===== config.mk =====
export PLATFORM = sky130hd
export DESIGN_NAME = arith_result_serializer
export DESIGN_NICKNAME = d
export VERILOG_FILES = /design/src/rtl/arith_result_serializer_pkg.sv /design/src/rtl/result_fifo.sv /design/src/rtl/arith_result_serializer.sv
export SDC_FILE = /design/constraint.sdc
export NUM_CORES = 1
export LEC_CHECK = 0
export ABC_AREA = 1
export ABC_CLOCK_PERIOD_IN_PS = 4500
export BUFFER_PORTS_ARGS = -buffer_cell sky130_fd_sc_hd__buf_2
export CAP_MARGIN = 10
export CORE_MARGIN = 2
export CORE_UTILIZATION = 60
export CTS_CLUSTER_SIZE = 16
export DETAILED_ROUTE_END_ITERATION = 16
export GPL_ROUTABILITY_DRIVEN = 0
export GPL_TIMING_DRIVEN = 0
export PLACE_DENSITY = 0.78
export SLEW_MARGIN = 10
export SYNTH_ARGS = -nofsm -noshare
export SYNTH_HDL_FRONTEND = slang
export SYNTH_SLANG_ARGS = --single-unit

===== constraint.sdc =====
create_clock -name CLK -period 4.5 [get_ports CLK]
set_clock_uncertainty 0.05 [all_clocks]
set_input_delay 0 -clock CLK [delete_from_list [all_inputs] [get_ports CLK]]
set_output_delay 0 -clock CLK [all_outputs]
set_load 0.05 [all_outputs]

===== src/rtl/arith_result_serializer_pkg.sv =====
// Shared constants and helpers for the arithmetic result serializer.
// State encoding, byte width and the bytes-per-result derivation live here.
package arith_result_serializer_pkg;

  localparam int BYTE_W = 8;

  localparam logic ST_IDLE = 1'b0;
  localparam logic ST_SEND = 1'b1;

  function automatic int nbytes_of(input int width);
    return (2 * width) / BYTE_W;
  endfunction

endpackage


===== src/rtl/result_fifo.sv =====
// Single-clock result FIFO with full/empty/count status.
// The head word is read from registered storage and captured by the consumer on pop.
module result_fifo #(
  parameter int WIDTH = 32,
  parameter int DEPTH = 4
) (
  input  logic                     clk,
  input  logic                     rst_n,
  input  logic                     push,
  input  logic [WIDTH-1:0]         push_data,
  input  logic                     pop,
  output logic [WIDTH-1:0]         head,
  output logic                     full,
  output logic                     empty,
  output logic [$clog2(DEPTH):0]   count
);

  localparam int AW = $clog2(DEPTH);
  localparam int CW = AW + 1;

  logic [WIDTH-1:0] mem [DEPTH];
  logic [AW-1:0]    wr_ptr;
  logic [AW-1:0]    rd_ptr;
  logic             do_push;
  logic             do_pop;

  // A full FIFO still accepts a write when the head leaves on the same edge.
  assign do_pop  = pop && !empty;
  assign do_push = push && (!full || do_pop);
  assign full    = (count == CW'(DEPTH));
  assign empty   = (count == '0);
  assign head    = mem[rd_ptr];

  always_ff @(posedge clk) begin
    if (do_push) begin
      mem[wr_ptr] <= push_data;
    end
  end

  always_ff @(posedge clk or negedge rst_n) begin
    if (!rst_n) begin
      wr_ptr <= '0;
      rd_ptr <= '0;
      count  <= '0;
    end else begin
      if (do_push) begin
        wr_ptr <= wr_ptr + 1'b1;
      end
      if (do_pop) begin
        rd_ptr <= rd_ptr + 1'b1;
      end
      case ({do_push, do_pop})
        2'b10:   count <= count + 1'b1;
        2'b01:   count <= count - 1'b1;
        default: count <= count;
      endcase
    end
  end

endmodule


===== src/rtl/arith_result_serializer.sv =====
// Buffers valid arithmetic results and streams each one out MSB-first as bytes
// over a valid/ready handshake, flagging dropped results with a sticky overflow.
module arith_result_serializer
  import arith_result_serializer_pkg::*;
#(
  parameter int width = 16,
  parameter int DEPTH = 4
) (
  input  logic                   CLK,
  input  logic                   RST,
  input  logic [2*width-1:0]     Arith_Out,
  input  logic                   Arith_Flag,
  input  logic                   Clr_Overflow,
  input  logic                   Out_Ready,
  output logic [BYTE_W-1:0]      Out_Data,
  output logic                   Out_Valid,
  output logic                   Out_Last,
  output logic                   Overflow,
  output logic [$clog2(DEPTH):0] Fifo_Count
);

  localparam int RW     = 2 * width;
  localparam int NBYTES = nbytes_of(width);
  localparam int IDX_W  = (NBYTES > 1) ? $clog2(NBYTES) : 1;
  localparam logic [IDX_W-1:0] LAST_IDX = IDX_W'(NBYTES - 1);

  logic             state;
  logic             next_state;
  logic             pop;
  logic             at_last;
  logic             fifo_full;
  logic             fifo_empty;
  logic [RW-1:0]    fifo_head;
  logic [RW-1:0]    shift_reg;
  logic [IDX_W-1:0] byte_idx;
  logic             drop;

  result_fifo #(
    .WIDTH (RW),
    .DEPTH (DEPTH)
  ) u_fifo (
    .clk       (CLK),
    .rst_n     (RST),
    .push      (Arith_Flag),
    .push_data (Arith_Out),
    .pop       (pop),
    .head      (fifo_head),
    .full      (fifo_full),
    .empty     (fifo_empty),
    .count     (Fifo_Count)
  );

  assign at_last = (byte_idx == LAST_IDX);
  assign drop    = Arith_Flag && fifo_full && !pop;

  always_ff @(posedge CLK or negedge RST) begin
    if (!RST) begin
      state <= ST_IDLE;
    end else begin
      state <= next_state;
    end
  end

  // Popping on the last accepted byte keeps consecutive results gap-free.
  always_comb begin
    next_state = state;
    pop        = 1'b0;
    case (state)
      ST_IDLE: begin
        if (!fifo_empty) begin
          pop        = 1'b1;
          next_state = ST_SEND;
        end
      end
      ST_SEND: begin
        if (Out_Ready && at_last) begin
          if (!fifo_empty) begin
            pop = 1'b1;
          end else begin
            next_state = ST_IDLE;
          end
        end
      end
      default: next_state = ST_IDLE;
    endcase
  end

  always_comb begin
    Out_Valid = (state == ST_SEND);
    Out_Data  = Out_Valid ? shift_reg[RW-1 -: BYTE_W] : '0;
    Out_Last  = Out_Valid && at_last;
  end

  always_ff @(posedge CLK or negedge RST) begin
    if (!RST) begin
      shift_reg <= '0;
      byte_idx  <= '0;
    end else if (pop) begin
      shift_reg <= fifo_head;
      byte_idx  <= '0;
    end else if ((state == ST_SEND) && Out_Ready && !at_last) begin
      shift_reg <= shift_reg << BYTE_W;
      byte_idx  <= byte_idx + 1'b1;
    end
  end

  // A drop and a clear on the same edge leave the flag set.
  always_ff @(posedge CLK or negedge RST) begin
    if (!RST) begin
      Overflow <= 1'b0;
    end else if (drop) begin
      Overflow <= 1'b1;
    end else if (Clr_Overflow) begin
      Overflow <= 1'b0;
    end
  end

endmodule


After elaboration in Yosys (flattened, before gate mapping) --
Memory sizes are Yosys's and may differ from the RTL's. Cells that the tools add are included.
Word-level totals: logic and storage cells 50, register bits after elaboration 43, input bits 37, memories kept 1, bits in writable memories 128
Operators by class: equal/unequal tests 4, multiplexer cells 15, add/sub/neg operators 5, reduce and logical (&&, ||, !) cells 17, bitwise operators 1
Memory list:
- u_fifo.mem | words 4, bits a word 32, rd ports 1, clocked after memory_dff 0, write ports 1, RTL line result_fifo.sv:21 | logic [WIDTH-1:0] mem [DEPTH];
Operators with widths (count):
- $mux 32 | 2
- $logic_and 1x1->1 | 8
- $mux 8 | 1
- $mux 1 | 7
- $add 2x1->2 const B | 3
- $pmux 3 s2 | 1
- $reduce_bool 2->1 | 3
- $eq 2x2->1 const B | 2
- $logic_not 1->1 | 4
- $mux 2 | 2
- $pmux 1 s2 | 2
- $add 3x1->3 const B | 1
- $eq 3x3->1 const B | 1
- $logic_not 3->1 | 1
- $sub 3x1->3 const B | 1
- $eq 2x1->1 const B | 1
- $logic_or 1x1->1 | 1
- $not 1->1 | 1

Logic depth before layout (Yosys ltp) --
Gate-level depths: netlist of the first run.
word-level depth 9, mapped depth 12, gate-level depth less buffers 11

Hierarchy --
From an unflattened synthesis of the first run, not the netlist that was laid out.
Unflattened totals: cell total of the unflattened synthesis 670, area total of the unflattened synthesis 7414.6 um2
By module, submodules not included:
- result_fifo | area each 5331.4 um2, seq. area each 4018.9 um2, instances 1, cells each 405
- arith_result_serializer | area each 2083.2 um2, seq. area each 900.9 um2, instances 1, cells each 265

Worst setup path after synthesis of the first run --
Ideal clock, no wire load.
path type flip-flop to flip-flop, start register state, in the netlist Out_Valid, end memory u_fifo.mem[0][0] (enable), arrival time 2.485 ns, buffers on the path 1, cell stages (with the launch flop) 5, period minus slack after synthesis 2.956 ns, path slack 1.544 ns, setup time 0.421 ns, cell sequence dfrtp_1 buf_4 nand4_1 nand2_2 nor2_1
On the way: longest elaborated chain between the ends 7
Ends and longest elaborated chain:
- start, declared | RTL line arith_result_serializer.sv:27 | logic state;
- start signal, assigned | RTL line arith_result_serializer.sv:60 | state <= next_state;
- $not 1->1
- $pmux 1 s2 (*) | RTL line arith_result_serializer.sv:68 | case (state)
- $logic_and 1x1->1 (*) | RTL line result_fifo.sv:28 | assign do_pop = pop && !empty;
- $logic_or 1x1->1 (*) | RTL line result_fifo.sv:29 | assign do_push = push && (!full || do_pop);
- $logic_and 1x1->1 (*) | RTL line result_fifo.sv:29
- $mux 1 (*) | RTL line result_fifo.sv:35 | if (do_push) begin
- $mux 1 (implied by the code) (*) | RTL line result_fifo.sv:36 | mem[wr_ptr] <= push_data;
- end, declared | RTL line result_fifo.sv:21
Every way passes the cells marked *; elsewhere a longest branch is shown, timed or not.

Worst setup path in the final report of the first run --
start register byte_idx[0], end register u_fifo.count[2]
On the way: longest elaborated chain between the ends 9
Ends and longest elaborated chain:
- start, declared | RTL line arith_result_serializer.sv:35 | logic [IDX_W-1:0] byte_idx;
- start signal, assigned | RTL line arith_result_serializer.sv:103 | byte_idx <= byte_idx + 1'b1;
- $eq 2x2->1 (*) | RTL line arith_result_serializer.sv:53 | assign at_last = (byte_idx == LAST_IDX);
- $logic_and 1x1->1 (*) | RTL line arith_result_serializer.sv:76 | if (Out_Ready && at_last) begin
- $mux 1 (*) | RTL line arith_result_serializer.sv:76
- $pmux 1 s2 (*) | RTL line arith_result_serializer.sv:68
- $logic_and 1x1->1 (*) | RTL line result_fifo.sv:28
- $logic_or 1x1->1 | RTL line result_fifo.sv:29
- $logic_and 1x1->1 | RTL line result_fifo.sv:29
- $eq 2x1->1 or $eq 2x2->1 (tied branches) | RTL line result_fifo.sv:52 | case ({do_push, do_pop})
- $pmux 3 s2 or $reduce_bool 2->1 (tied branches)
- end signal, assigned | RTL line result_fifo.sv:53 | 2'b10: count <= count + 1'b1;
- end signal, assigned | RTL line result_fifo.sv:54 | 2'b01: count <= count - 1'b1;
- end signal, assigned | RTL line result_fifo.sv:55 | default: count <= count;
- end, declared | RTL line result_fifo.sv:15 | output logic [$clog2(DEPTH):0] count
Marks and branches as above. A chain may end at the register's enable or synchronous reset.

==> metrics.txt, run 1 <==
status complete, no violations; syn avg cell area 10.24 µm²; worst vdd ir between 0.3 and 0.4 mV; Die Height ~110 µm; Post-route DRC 0; CTS Sinks 171; Clock transition at path regs 0.06 ns; CTS tree done; IO Count 51; CP max FO 7; Overall Global Routing Usage 27.88%; number of max-cap violations 0; ys async rst share 25.15%; count of final hold-check violations 0; final worst path period need 2.636 ns; via count 5362; post-CTS setup buffers 0; Final #Nets slightly below 900; remaining global-route overflow 0; cells after synthesis 712; RSZ-0062 raised after global routing no; Initial DRC Count 383; Rel. slew slack 34.97%; area fraction of the dominant cell type after synthesis 52.71%; Synth Warn # 0; clk root buf clkbuf_16; largest area contributor in the netlist edfxtp_1; final setup violation count 0; Via density roughly 5.5; die area between 10000 and 15000 µm²; P&R area growth vs syn 21.60%; Yosys cell types 26; DR pass1 iterations 5; Longest Clk Path Bufs 2; Final Max Tran Viols 0; clock latency on the worst-skew pair 0.42 ns; fraction of layout cells with a size suffix above 1 14.73%; mux cell area share after synthesis 0%; Design Area, Final 8867 µm²; H-tree depth 4; hpwl dp 10590 µm; Crit Path Class flop to flop; ys flop type edfxtp_1; simple-gate area share of the yosys netlist 22.00%; Data arrival, critical path about 2.9 ns; area post-placement 7866 µm²; number of global-route vias before repair 5510; largest net degree at the start of global routing 44; Core ar. 11960 µm²; first-pass GRT wire length around 27000 µm; Post-Synth XOR/XNOR Area 0.2402%; register area share after synthesis 67.47%; initial antenna violation count 0; Compound-Gate Fraction of Synth Area 0.8408%; Post-Route WL between 15000 and 20000 µm; Tcrit/Tclk final about 59%; Initial Util between 60% and 70%; number of flip-flops in the largest register 128; Worst EP required 4.79 ns; largest family of logic cells by synthesized area simple AND/OR/NAND/NOR gates; Post-synth EDFFs 128; Worst setup EP type flop; Overall Power 5.891 mW; buffers added on ports 50; Max Freq roughly 380 MHz; Die W 114.2 µm; Mapped Area 7292 µm²; row count 40; drt wl/cell 17.16 µm; post_cts resized 0; Inserted Clock Buffers 17; PD cells 664.3 nW/µm²; Routed Antenna Nets 0; HP Class input port to asynchronous set/reset pin; leakage 4.096 nW; # diodes 0; # fillers 797; largest cells by area after synthesis edfxtp_1, dfrtp_1, nand2_1; TNS Setup 0 ns; Tightest Pin Transition approximately 0.98 ns; Post-Synth Adder-Cell Area around 1.3%; synthesis-stage register bit count about 170; Synth Net Count between 700 and 800; Startpoint Class flop
worst paths after layout:
| path | start | end | slack (ns) | depth (start not counted) |
|---|---|---|---|---|
| max | byte_idx[0] | u_fifo.count[2] | 1.86 | 10 |
| min | RST | shift_reg[3] | 0.23 | 2 |
| max reg2reg | byte_idx[0] | u_fifo.count[2] | 1.86 | 10 |
| min reg2reg | byte_idx[0] | byte_idx[0] | 0.42 | 1 |
| max in group asynchronous | RST | shift_reg[17] | 3.58 | 2 |
| min in group CLK | Arith_Out[9] | u_fifo.mem[1][9] | 0.27 | 2 |
placed cells by master, fill, tap and decap left out, drive strengths merged, types with 3 or more instances in the layout:
cell,count
buf,84
bufinv,4
clkbuf,25
clkinv,4
dfrtp,43
dlygate4sd3,37
edfxtp,128
ha,6
inv,109
nand2,253
nand3,117
nor2,9
o211ai,4
o21ai,3
synthesized netlist by cell type (2+ instances only):
master    count
nand2_1     250
edfxtp_1    128
nand3_1     116
inv_1       107
dfrtp_1      43
buf_2        20
buf_4         8
nor2_1        7
ha_1          6
o211ai_1      4
clkbuf_1      3
o21ai_0       3
a21oi_1       2
nand2_2       2
nor2_2        2
per-layer routing:
layer	wire (µm)	global-route usage (%)	part of all wire, %	up-vias
li1	-	-	-	2515
met1	6514	33.09	39	2559
met2	8725	48.45	52	232
met3	1059	6.247	6.3	56
met4	546	13.25	3.2	0
met5	0	0	0	-
logic make-up after synthesis:
logic type      Yosys count
xor+xnor                  2
simple gates            381
fa+ha+maj                 7
compound gates           10
flops                   171
buf+inv                 141
worst max-delay path: stages, from the launching register on:
cell and delay [ns]:
dfrtp_1 0.39, ha_1 0.26, nand2_1 0.12, nand4_1 0.22
nand2_2 0.32, ha_1 0.21, inv_1 0.07, fa_1 0.38
or2_2 0.30, nand2_1 0.08, xor2_1 0.15
layout make-up:
class | count | area [µm²] | share of cell area (%)
clock buffer | 22 | 464.2 | 5.235
tap | 147 | 183.9 | 2.074
multi-input combinational | 400 | 1808 | 20.39
sequential | 171 | 4920 | 55.48
clock inverter | 10 | 166.4 | 1.877
buffer | 33 | 186.4 | 2.102
timing repair buffer | 91 | 730.7 | 8.240
inverter | 108 | 407.9 | 4.600
where the power goes:
| part | internal, mW | switching (mW) | total, mW |
|---|---|---|---|
| Combinational | 0.627 | 1.45 | 2.07 |
| Clock | 0.961 | 0.586 | 1.55 |
| Sequential | 2.12 | 0.154 | 2.27 |
| Total | 3.70 | 2.19 | 5.89 |
stage by stage:
step                setup WS [ns]  util [%]  hold WS (ns)  instances
CTS                         1.863     74.13        0.2488        982
floorplan                   1.544         -       -0.3456        712
detailed placement          1.857     65.76        0.1416        913
global route                1.698     74.13        0.2765        982
global placement           0.4418     64.59        0.1311        909
finish                      1.864     74.13        0.2252        982
repair_timing:
| item | 4_1_cts | 5_1_grt |
|---|---|---|
| endpoints found under the setup margin | 0 | 0 |
| hold endpoints to repair | 177 | 0 |
| hold buffers | 37 | 0 |
Power figures use the tool's default switching activity.
==> run 2, diff against run 1 <==
--- a/config.mk
+++ b/config.mk
@@ -6,16 +6,16 @@
 export NUM_CORES = 1
 export LEC_CHECK = 0
 export ABC_AREA = 1
-export ABC_CLOCK_PERIOD_IN_PS = 4500
+export ABC_CLOCK_PERIOD_IN_PS = 2200
 export BUFFER_PORTS_ARGS = -buffer_cell sky130_fd_sc_hd__buf_2
 export CAP_MARGIN = 10
 export CORE_MARGIN = 2
-export CORE_UTILIZATION = 60
+export CORE_UTILIZATION = 54
 export CTS_CLUSTER_SIZE = 16
 export DETAILED_ROUTE_END_ITERATION = 16
 export GPL_ROUTABILITY_DRIVEN = 0
 export GPL_TIMING_DRIVEN = 0
-export PLACE_DENSITY = 0.78
+export PLACE_DENSITY = 0.74
 export SLEW_MARGIN = 10
 export SYNTH_ARGS = -nofsm -noshare
 export SYNTH_HDL_FRONTEND = slang
==> constraint.sdc (replaced) <==
create_clock -name CLK -period 2.2 [get_ports CLK]
set_clock_uncertainty 0.05 [all_clocks]
set_input_delay 0 -clock CLK [delete_from_list [all_inputs] [get_ports CLK]]
set_output_delay 0 -clock CLK [all_outputs]
set_load 0.05 [all_outputs]
==> run 2 against run 1 <==
Sequential cell count is the same. Clock power rose by 81%. Core utilization down 5.8 points. Largest cell class unchanged. Via count decreased by 1.9%. Cell count grew 3.9%.
==> metrics.txt, run 2 (synthesized netlist as in run 1, its figures left out) <==
status complete, no violations; Startpoint Class flop; die area approximately 14000 µm²; part of the power in registers 39.1%; # diodes 0; hpwl dp 10330 µm; largest net degree at the start of global routing 44; DR pass1 iterations 5; Die Height 120.2 µm; count of final hold-check violations 0; final worst slack around 0.022 ns; final setup violation count 0; Rel. slew slack 36.55%; CTS tree done; Worst EP required 2.50 ns; Sw Ratio 38.15%; Max Freq 459.2 MHz; number of global-route vias before repair ~5200; Routed Antenna Nets 0; P&R area growth vs syn 23.54%; Gate power share 37.3%; Tcrit/Tclk final 98.99%; Setup WS pre-CTS -0.3206 ns; Clock transition at path regs 0.06 ns; placed cells 942; initial antenna violation count 0; Data arrival, critical path 2.48 ns; number of max-cap violations 0; most frequent cells in the layout nand2_1, edfxtp_1, nand3_1; CP max FO 3; Via density between 5 and 6; drt wl/cell 16.04 µm; Die W between 100 and 150 µm; clock share of power between 20% and 30%; fin cells 1020; first-pass GRT wire length 26030 µm; IO Count between 50 and 60; Tightest Pin Transition about 0.95 ns; leakage 4.131 nW; Design Area, Final 9009 µm²; H-tree depth 4; worst vdd ir between 0.7 and 0.8 mV; Initial DRC Count 577; row count 42; Crit Path Class flop to flop; Final #Nets 875; clock latency on the worst-skew pair 0.44 ns; clk root buf clkbuf_16; area post-placement 7914 µm²; Reg2Reg Depth 10; PD cells 1321 nW/µm²; Post-Route WL 16360 µm; WHS 0.2101 ns; Worst setup EP type flop; Core ar. 13190 µm²; Inserted Clock Buffers 17; via count 5259; Overall Global Routing Usage 24.04%; buffers added on ports 50; Post-route DRC 0; Final Max Tran Viols 0; remaining global-route overflow 0; commonest non-fill, non-tap cell in the layout nand2_1; CTS Sinks around 170; net switching power 4.541 mW; final worst path period need between 2 and 2.5 ns; internal power component between 7 and 8 mW; Longest Clk Path Bufs 2; Overall Power between 10 and 15 mW; number of flip-flops in the largest register 128; HP Class input port to asynchronous set/reset pin; Initial Util between 50% and 60%; fraction of layout cells with a size suffix above 1 between 15 and 20%
-- run 2: cell type report --
| class | count | area [µm²] |
|---|---|---|
| fill | 933 | 4182 |
| tap | 176 | 220.2 |
| inverter | 108 | 412.9 |
| buffer | 32 | 178.9 |
| sequential | 171 | 4925 |
| clock inverter | 13 | 120.1 |
| multi-input combinational | 400 | 1853 |
| timing repair buffer | 101 | 855.8 |
| clock buffer | 19 | 442.9 |
-- run 2: layer usage --
layer  vias up  part of all wire [%]  track usage, %
met3        33                   6.0           6.887
met4         0                   2.0           8.088
met1      2515                    42           30.65
met2       184                    50           39.81
met5         -                     0               0
li1       2527                     -               -
-- run 2: final timing paths --
kind,start,to,slack (ns)
max in group asynchronous,RST,Out_Valid,1.25
min in group CLK,Arith_Out[14],u_fifo.mem[2][14],0.26
max,byte_idx[0],u_fifo.count[2],0.02
max reg2reg,byte_idx[0],u_fifo.count[2],0.02
min,RST,u_fifo.count[0],0.21
min reg2reg,shift_reg[17],shift_reg[25],0.45
-- run 2: worst max-delay path, stage by stage (launching register included) --
cell and delay [ns]:
dfrtp_1 0.41, ha_4 0.20, nand2_4 0.07, nand4_1 0.20, nand2_4 0.17, ha_4 0.13, inv_2 0.05, fa_2 0.36
or2_4 0.26, nand2_2 0.07, xor2_1 0.13
-- run 2: per-stage QoR --
stage	setup TNS [ns]	utilization [%]
floorplan	-10.91	-
global placement	-109.41	59.01
detailed placement	-3.286	60.00
CTS	0	67.44
global route	-0.03619	68.30
finish	0	68.30
-- run 2: power groups by stage --
stage	Combinational, mW	Sequential (mW)	Clock [mW]
3_3_place_gp	3.81	4.69	0
4_1_cts	4.25	4.63	2.83
6_report	4.44	4.65	2.81
2_1_floorplan	2.66	4.75	0
5_1_grt	4.90	4.72	2.98
3_5_place_dp	4.10	4.69	0
-- run 2: what timing repair did --
action / 4_1_cts / 5_1_grt
pin swaps: 3 / 7
hold endpoints to repair: 178 / 0
setup endpoints to repair: 71 / 70
gates resized for setup: 5 / 7
hold buffers: 37 / 0
setup buffers: 5 / 5
==> run 3, diff against run 2 <==
--- a/config.mk
+++ b/config.mk
@@ -15,7 +15,7 @@
 export DETAILED_ROUTE_END_ITERATION = 16
 export GPL_ROUTABILITY_DRIVEN = 0
 export GPL_TIMING_DRIVEN = 0
-export PLACE_DENSITY = 0.74
+export PLACE_DENSITY = 0.78
 export SLEW_MARGIN = 10
 export SYNTH_ARGS = -nofsm -noshare
 export SYNTH_HDL_FRONTEND = slang
==> run 3 against run 2 <==
The run now ends with negative setup slack left. Fmax is 4.4% lower. Via count is 2.6% higher. Cell count is 0.39% higher. Core utilization hardly changed.
==> metrics.txt, run 3 (synthesized netlist as in run 1, its figures left out) <==
fin cells about 1000; met2 layer usage reported by global route between 40 and 50%; status finished with violations; clk root buf clkbuf_16; clock share of power between 20% and 30%; initial antenna violation count 0; Reg2Reg Depth 10; Longest Clk Path Bufs 2; Sw Ratio 38.55%; number of flip-flops in the largest register roughly 130; # fillers 907; Overall Global Routing Usage about 25%; Final Max Tran Viols 0; Buf+Inv Stages, Crit Path 1; net switching power 4.607 mW; Tightest Pin Transition 0.9765 ns; Initial DRC Count 460; hpwl dp around 10000 µm; Setup crit start byte_idx[0]; leakage between 4 and 5 nW; Routed Antenna Nets 0; reg2reg start byte_idx[0]; Clock transition at path regs 0.07 ns; Data arrival, critical path 2.57 ns; CTS tree done; area post-placement ~8000 µm²; GR Util met1 30.40%; fin util 68.27%; CP dominant cell by count nand2_4; fraction of layout cells with a size suffix above 1 between 15 and 20%; Crit Path Class flop to flop; slowest CP cell dfrtp_1; buffers added on ports 50; final worst path period need 2.277 ns; HP Class input port to asynchronous set/reset pin; remaining global-route overflow 0; Rel. slew slack between 30% and 40%; global route hottest layer met2; Reg2Reg Setup Slack -0.08 ns; Max Freq ~440 MHz; Die W 120.2 µm; # diodes 0; P&R area growth vs syn 23.49%; Post-Route WL 17110 µm; Setup crit end u_fifo.count[2]; clock latency on the worst-skew pair around 0.43 ns; count of final hold-check violations 0; Worst EP required 2.50 ns; Initial Util between 50% and 60%; placed cells 942; PD cells approximately 1300 nW/µm²; RSZ-0062 raised after global routing yes; CP max FO 4; failing checks negative setup slack; commonest non-fill, non-tap cell in the layout nand2_1; Setup WS pre-CTS -0.3464 ns; Inserted Clock Buffers 17; Core ar. around 13000 µm²; first-pass GRT wire length 26660 µm; Post-route DRC 0; Crit path depth 10; internal power component 7.343 mW; most frequent cells in the layout nand2_1, edfxtp_1, nand3_1; Tcrit/Tclk final 103.5%; row count 42; GR met3 Demand/Resource 5.330%; Worst setup EP type flop; worst vdd ir 0.7227 mV; number of global-route vias before repair 5279; Startpoint Class flop; largest net degree at the start of global routing 44; largest stage delay on the critical path between 0.4 and 0.5 ns; final worst slack -0.07736 ns; die area 14450 µm²; number of max-cap violations 0; Die Height 120.2 µm; final setup violation count 1; Via density 5.268; via count 5394; Final #Nets 879; H-tree depth 4; DR pass1 iterations 5; CP delay by family, top simple AND/OR/NAND/NOR gates; part of the power in registers 39.0%; drt wl/cell between 15 and 20 µm; Gate power share 37.6%; Design Area, Final 9005 µm²; reg2reg end u_fifo.count[2]; CTS Sinks ~170; Cell Chain, Critical Path ha_4 -> nand2_4 -> nand4_1 -> nand2_4 -> ha_2 -> inv_2 -> fa_2 -> or2_2 -> nand2_2 -> xor2_2; IO Count 51
[run 3: stage by stage]
step | TNS [ns] | total power [mW] | hold WS (ns)
after CTS | 0 | 11.72 | 0.2394
after floorplan | -10.91 | 7.407 | -0.3456
after detailed placement | -0.3691 | 8.739 | 0.1531
after global placement | -100.90 | 8.462 | 0.1361
after global routing | -1.392 | 12.54 | 0.2787
final | -0.07736 | 11.95 | 0.2128
[run 3: worst min path at each step]
stage / startpoint / to / slack [ns] / depth (start not counted)
finish: RST / Overflow / 0.21 / 2
CTS: RST / Overflow / 0.24 / 2
global route: Arith_Out[11] / u_fifo.mem[3][11] / 0.28 / 2
global placement: RST / u_fifo.count[0] / 0.14 / 1
floorplan: RST / Out_Valid / -0.35 / 0
detailed placement: Clr_Overflow / Overflow / 0.15 / 2
[run 3: cell type report]
cell class | count | area, µm² | area share [%]
inverters | 108 | 412.9 | 4.585
repair buffers | 105 | 863.3 | 9.587
flip-flops and latches | 171 | 4925 | 54.69
clock inverters | 14 | 122.6 | 1.362
plain buffers | 32 | 178.9 | 1.987
clock buffers | 18 | 429.2 | 4.766
multi-input cells | 400 | 1853 | 20.58
well taps | 176 | 220.2 | 2.445
[run 3: what timing repair did]
| item | CTS | global route |
|---|---|---|
| pin swaps | 3 | 7 |
| endpoints found under the hold margin | 179 | 0 |
| hold buffers | 36 | 0 |
| gates resized for setup | 5 | 9 |
| buffers inserted | 11 | 5 |
| endpoints found under the setup margin | 14 | 62 |
[run 3: power by group through the flow]
stage	registers [mW]	clock network (mW)	logic, mW
6_report	4.66	2.80	4.50
4_1_cts	4.64	2.80	4.27
2_1_floorplan	4.75	0	2.66
3_3_place_gp	4.68	0	3.78
5_1_grt	4.72	2.92	4.89
3_5_place_dp	4.70	0	4.04
[run 3: layer usage]
metal	share of wire (%)	up-vias
met4	3.7	0
met5	0	-
li1	-	2530
met1	39	2572
met2	51	241
met3	6.3	51
